$ cat src/rtl/mem_stream_reader_pkg.sv
// Shared state encoding and parameter checks for the memory stream read engines.
package mem_stream_reader_pkg;

    localparam logic [1:0] ST_IDLE  = 2'd0;
    localparam logic [1:0] ST_ISSUE = 2'd1;
    localparam logic [1:0] ST_DRAIN = 2'd2;

    localparam int MIN_READ_LATENCY = 1;
    localparam int MAX_READ_LATENCY = 4;

    typedef enum logic [1:0] {
        IDLE  = ST_IDLE,
        ISSUE = ST_ISSUE,
        DRAIN = ST_DRAIN
    } readStateT;

    function automatic bit latencyOk(input int lat);
        return (lat >= MIN_READ_LATENCY) && (lat <= MAX_READ_LATENCY);
    endfunction

endpackage

$ cat src/rtl/mem_stream_lat_pipe.sv
// Valid shift register that tracks outstanding fixed-latency reads; tailOut rises DEPTH cycles
// after validIn, emptyOut is low while any read is in flight, and the block never stalls.
module mem_stream_lat_pipe #(
    parameter int DEPTH = 1
) (
    input  logic clkIn,
    input  logic rstIn,
    input  logic validIn,
    output logic tailOut,
    output logic emptyOut
);

    logic [DEPTH-1:0] pipe;

    generate
        if (DEPTH == 1) begin : gSingle
            always_ff @(posedge clkIn or posedge rstIn) begin
                if (rstIn) begin
                    pipe <= '0;
                end else begin
                    pipe <= validIn;
                end
            end
        end else begin : gShift
            always_ff @(posedge clkIn or posedge rstIn) begin
                if (rstIn) begin
                    pipe <= '0;
                end else begin
                    pipe <= {pipe[DEPTH-2:0], validIn};
                end
            end
        end
    endgenerate

    assign tailOut  = pipe[DEPTH-1];
    assign emptyOut = ~|pipe;

endmodule

$ cat src/rtl/mem_stream_reader.sv
// Command-driven burst reader: sequential sync-RAM reads pushed into a downstream FIFO, strobe to
// dataValidOut is READ_LATENCY+1 cycles; dataReadyIn gates issue only, so in-flight words still land.
module mem_stream_reader
    import mem_stream_reader_pkg::*;
#(
    parameter int DATA_WIDTH   = 32,
    parameter int ADDR_WIDTH   = 16,
    parameter int LEN_WIDTH    = 16,
    parameter int READ_LATENCY = 1
) (
    input  logic                  clkIn,
    input  logic                  rstIn,
    input  logic [ADDR_WIDTH-1:0] cmdAddrIn,
    input  logic [LEN_WIDTH-1:0]  cmdLenIn,
    input  logic                  cmdValidIn,
    output logic                  cmdReadyOut,
    output logic [ADDR_WIDTH-1:0] memAddrOut,
    output logic                  memRdEnOut,
    input  logic [DATA_WIDTH-1:0] memDataIn,
    output logic [DATA_WIDTH-1:0] dataOut,
    output logic                  dataValidOut,
    input  logic                  dataReadyIn,
    output logic                  busyOut,
    output logic                  doneOut
);

    generate
        if (!latencyOk(READ_LATENCY)) begin : gBadLatency
            $error("mem_stream_reader: READ_LATENCY must be in 1..4");
        end
    endgenerate

    readStateT             state;
    logic [ADDR_WIDTH-1:0] curAddr;
    logic [LEN_WIDTH-1:0]  remaining;
    logic                  issueNow;
    logic                  lastIssue;
    logic                  pipeTail;
    logic                  pipeEmpty;

    // The FIFO's ready is registered on its side, so sampling it here keeps issue in the same cycle.
    assign issueNow   = (state == ISSUE) && dataReadyIn;
    assign lastIssue  = issueNow && (remaining == LEN_WIDTH'(1));
    assign memRdEnOut = issueNow;
    assign memAddrOut = curAddr;

    mem_stream_lat_pipe #(
        .DEPTH(READ_LATENCY)
    ) uLatPipe (
        .clkIn   (clkIn),
        .rstIn   (rstIn),
        .validIn (issueNow),
        .tailOut (pipeTail),
        .emptyOut(pipeEmpty)
    );

    always_ff @(posedge clkIn or posedge rstIn) begin
        if (rstIn) begin
            state       <= IDLE;
            cmdReadyOut <= 1'b0;
            busyOut     <= 1'b0;
            doneOut     <= 1'b0;
            curAddr     <= '0;
            remaining   <= '0;
        end else begin
            doneOut <= 1'b0;
            case (state)
                IDLE: begin
                    if (cmdValidIn && cmdReadyOut) begin
                        cmdReadyOut <= 1'b0;
                        busyOut     <= 1'b1;
                        curAddr     <= cmdAddrIn;
                        remaining   <= cmdLenIn;
                        state       <= (cmdLenIn != '0) ? ISSUE : DRAIN;
                    end else begin
                        // Held low through the done cycle, so bursts are separated by one idle cycle.
                        cmdReadyOut <= 1'b1;
                    end
                end
                ISSUE: begin
                    if (issueNow) begin
                        curAddr   <= curAddr + ADDR_WIDTH'(1);
                        remaining <= remaining - LEN_WIDTH'(1);
                        if (lastIssue) begin
                            state <= DRAIN;
                        end
                    end
                end
                DRAIN: begin
                    // An empty pipe means the last capture has already been made into dataOut.
                    if (pipeEmpty) begin
                        state   <= IDLE;
                        busyOut <= 1'b0;
                        doneOut <= 1'b1;
                    end
                end
                default: begin
                    state <= IDLE;
                end
            endcase
        end
    end

    always_ff @(posedge clkIn or posedge rstIn) begin
        if (rstIn) begin
            dataOut      <= '0;
            dataValidOut <= 1'b0;
        end else begin
            dataValidOut <= pipeTail;
            if (pipeTail) begin
                dataOut <= memDataIn;
            end
        end
    end

endmodule

$ cat config.mk
export PLATFORM = sky130hd
export DESIGN_NAME = mem_stream_reader
export DESIGN_NICKNAME = d
export VERILOG_FILES = /design/src/rtl/mem_stream_reader_pkg.sv /design/src/rtl/mem_stream_lat_pipe.sv /design/src/rtl/mem_stream_reader.sv
export SDC_FILE = /design/constraint.sdc
export NUM_CORES = 1
export LEC_CHECK = 0
export BUFFER_PORTS_ARGS = -buffer_cell sky130_fd_sc_hd__clkbuf_2
export CAP_MARGIN = 20
export CORE_UTILIZATION = 45
export CTS_CLUSTER_DIAMETER = 200
export DETAILED_ROUTE_END_ITERATION = 6
export PLACE_DENSITY = 0.73
export SLEW_MARGIN = 20
export SYNTH_ARGS = -nofsm -noshare
export SYNTH_HDL_FRONTEND = slang
export SYNTH_SLANG_ARGS = --single-unit
$ cat constraint.sdc
create_clock -name clkIn -period 3.1 [get_ports clkIn]
set_clock_uncertainty 0.2 [all_clocks]
set_input_delay 0.93 -clock clkIn [delete_from_list [all_inputs] [get_ports clkIn]]
set_output_delay 0.93 -clock clkIn [all_outputs]
set_load 0.02 [all_outputs]
==> summary.md <==
| Metric | Value |
|---|---|
| DR pass1 iterations | `4` |
| Post-route ant nets | `0` |
| Gate power share | `0.371` |
| Number of hold buffers added after cts | `0` |
| Clock tree buffer depth | `2` |
| #FFs+latches synth | `71` |
| Clock transition at path regs | `approximately 70 ps` |
| Xor-xnor portion of the synthesized cell area | `0` |
| Data required time at the worst endpoint | `around 2000 ps` |
| Crit path max fanout | `11` |
| Slowest stage delay, CP | `between 500 and 600 ps` |
| Sw Ratio | `0.3980` |
| Final wirelength | `around 8.6 mm` |
| Seq/Total Area, Yosys | `0.4996` |
| Post-CTS setup buffers | `0` |
| CP delay by family, top | `flip-flops` |
| Gr ovfl total | `0` |
| Worst VDD drop | `0.4092 mV` |
| Final core utilization | `0.5820` |
| CP arrival | `around 1500 ps` |
| Vias per cell | `between 5 and 6` |
| Gate Count Post-Synth | `344` |
| CTS tree | `built` |
| Total track usage | `0.2122` |
| Largest net degree at the start of global routing | `72` |
| FF-to-FF Start | `remaining[0]` |
| # rows | `32` |
| Internal power | `approximately 2300 uW` |
| Min Tclk post-route | `around 2600 ps` |
| Critical R2R Capture | `remaining[14]` |
| Post-route clock period utilization | `0.8309` |
| Largest family of logic cells by synthesized area | `compound AO/OA/AOI/OAI gates` |
| Most area-hungry cell type in the Yosys netlist | `dfrtp_1` |
| DRC | `0` |
| Global-route wire length before repair | `roughly 14 mm` |
| Initial Util | `0.4626` |
| Worst path cell trace | `nor2b_2 -> and2_1 -> clkbuf_2` |
| CTS Buf Count | `9` |
| Die width | `just over 90 um` |
| CP endpoint kind | `output port` |
| Fin. Hold Viols | `0` |
| CP Class | `reg2out` |
| Number of synthesized flops with an enable pin | `0` |
| Io pins | `between 100 and 150` |
| Met3 WL | `roughly 530 um` |
| GPL Wtd Cong | `0.8060` |
| Post-route cell area | `about 4500 um2` |
| Critical path buffer and inverter count | `1` |
| FFs w/ async S/R, synth | `1.000` |
| Drt first-iter violations | `around 130` |
| Worst Hold Class | `reg2reg` |
| Routed len/inst | `15.22 um` |
| Post-Place Cell Area | `about 4200 um2` |
| FF-to-FF path depth | `6` |
| Layout area overhead | `25.83%` |
| Initial antenna violation count | `0` |
| Core area | `a little under 8000 um2` |
| Vias in the first global route | `around 2900` |
| ANT cells | `0` |
| Mean area per synthesized cell | `~10 um2` |
| Seq pwr share | `0.407` |
| Status | `completed` |
| Psw | `roughly 1500 uW` |
| RSZ-0062 raised after global routing | `false` |
| Top cells by area, synth | `dfrtp_1 (50%), mux2_2 (10%), a21oi_1 (3.8%)` |
| Hpwl dp | `between 6 and 7 mm` |
| Hold path cells | `1` |
| Multiplexer share of the synthesized area | `0.1098` |
| Chip height | `90.90 um` |
| Startpoint Class | `register` |
| Fraction of layout cells with a size suffix above 1 | `0.4113` |
| Synth Area in Adders | `0.01056` |
| Synthesized Nets | `roughly 420` |
| Max Slew Vio Count | `0` |
| Later-pin clock latency in the skew report | `approximately 340 ps` |
| Via count | `approximately 3100` |
| Layout Nets | `528` |
| Hold EP | `dataOut[23]` |
| Root buffer cell | `clkbuf_8` |
| Final TNS setup | `0 ps` |
| Metal2 WL | `slightly below 4 mm` |
| Leak pwr | `just over 0.002 uW` |
| DR top layer | `met4` |
| Pwr Density | `838.4 nW/um2` |
| Max stage delay cell, worst path | `dfrtp_1` |
| Max-Cap Viols | `0` |
| Final setup vio count | `0` |
| FF-to-FF setup slack | `850 ps` |
| Post-synthesis compound-gate area fraction | `0.1763` |
| Hold path start | `dataOut[23]` |
| Max Clock Freq | `just under 0.4 GHz` |
| Die ar. | `slightly above 8000 um2` |
| Synth top area share | `0.4996` |
| CTS resizes | `0` |
| Warnings from Yosys | `0` |
| Simple-Gate Fraction of Synth Area | `0.1696` |
| Distinct cell type count after synthesis | `53` |
| Synthesized cell area | `3556 um2` |
| H-tree Lvls | `3` |
| Max-slew headroom | `0.4201` |
| Post-synth top flop | `dfrtp_1` |
| Slew @ Worst Pin | `861.9 ps` |
| PortBufs | `120` |
| Clock power share | `0.222` |
| Final Power | `around 3800 uW` |
| Number of clock sinks | `between 70 and 80` |
| WL met1 | `slightly above 4 mm` |
[logic make-up after synthesis]
logic type / Yosys count
AOI/OAI and AO/OA: 98
DFF: 71
and+or+nand+nor: 108
muxes: 35
adders and majority gates: 3
buffers and inverters: 29
[final cells by class]
| type | instances | area (um2) |
|---|---|---|
| fillers | 697 | 3213 |
| flip-flops and latches | 71 | 1777 |
| multi-input cells | 244 | 1660 |
| repair buffers | 127 | 665.6 |
| clock buffers | 10 | 137.6 |
| well taps | 102 | 127.6 |
| clock inverters | 6 | 91.34 |
| inverters | 4 | 15.01 |
[metal layers]
layer,up-vias,global-route usage
met4,0,0.07540
met2,140,0.3396
met1,1453,0.2906
li1,1514,-
met3,6,0.03704
met5,-,0
[worst max path at each step]
stage | from | endpoint | slack [ps] | cells past startpoint
2_1_floorplan | rstIn | busyOut | 170 | 1
3_3_place_gp | dataReadyIn | memRdEnOut | 600 | 3
3_5_place_dp | dataReadyIn | memRdEnOut | 560 | 3
4_1_cts | state[0] | memRdEnOut | 520 | 3
5_1_grt | state[0] | memRdEnOut | 450 | 3
6_report | state[0] | memRdEnOut | 520 | 3
[power by group through the flow]
stage	registers [uW]	logic [uW]	clock network, uW
after floorplan	1700	780	0
after global placement	1520	1360	0
after detailed placement	1540	1400	0
after CTS	1520	1400	850
after global routing	1580	1540	893
final	1530	1390	832
[synth_stat cells, types with 5 or more instances]
library cell and n:
dfrtp_1 71, o21ai_0 21, nand3_1 9, nor3_1 8, o21ai_1 5, o22ai_1 6, a31oi_1 5, buf_2 10
mux2_2 32, nand2_1 27, and4_1 5, nand4_1 6, clkbuf_1 15, nor2_1 19, a21oi_1 27, nor4_1 7
a2bb2oi_1 5
[cell usage in the layout, fill, tap and decap left out, drive strengths merged, types with 5 or more instances in the layout]
master and instances:
nor4 8, nor2 20, nand2 27, a21oi 29, nand4 6, nand3 9, a2bb2oi 5, clkbuf 130
dfrtp 71, buf 7, o21ai 26, inv 5, mux2 32, a31oi 5, and4 5, nor3 10
o22ai 6
[worst register-to-register path: stages (launching register included)]
cell and delay, ps:
dfrtp_1 440, inv_1 80, ha_1 190, or3b_2 550
nor3_1 430, a32oi_1 170, o21ai_1 120
[state kept, by name, indices dropped and copies added, names as in the netlist]
| name | count |
|---|---|
| busyOut | 1 |
| cmdReadyOut | 1 |
| dataOut | 32 |
| dataValidOut | 1 |
| doneOut | 1 |
| memAddrOut | 16 |
| remaining | 16 |
| state | 2 |
| uLatPipe.tailOut | 1 |
[through the flow]
step | cells | worst slack, ps | hold WS [ps]
detailed placement | 548 | 557.7 | 295.3
global placement | 548 | 603.7 | 289.0
finish | 564 | 524.2 | 308.7
global route | 564 | 448.3 | 323.6
CTS | 564 | 519.2 | 310.7
floorplan | 344 | 173.4 | 151.9
Note: power is estimated with default switching activity, not from simulation.
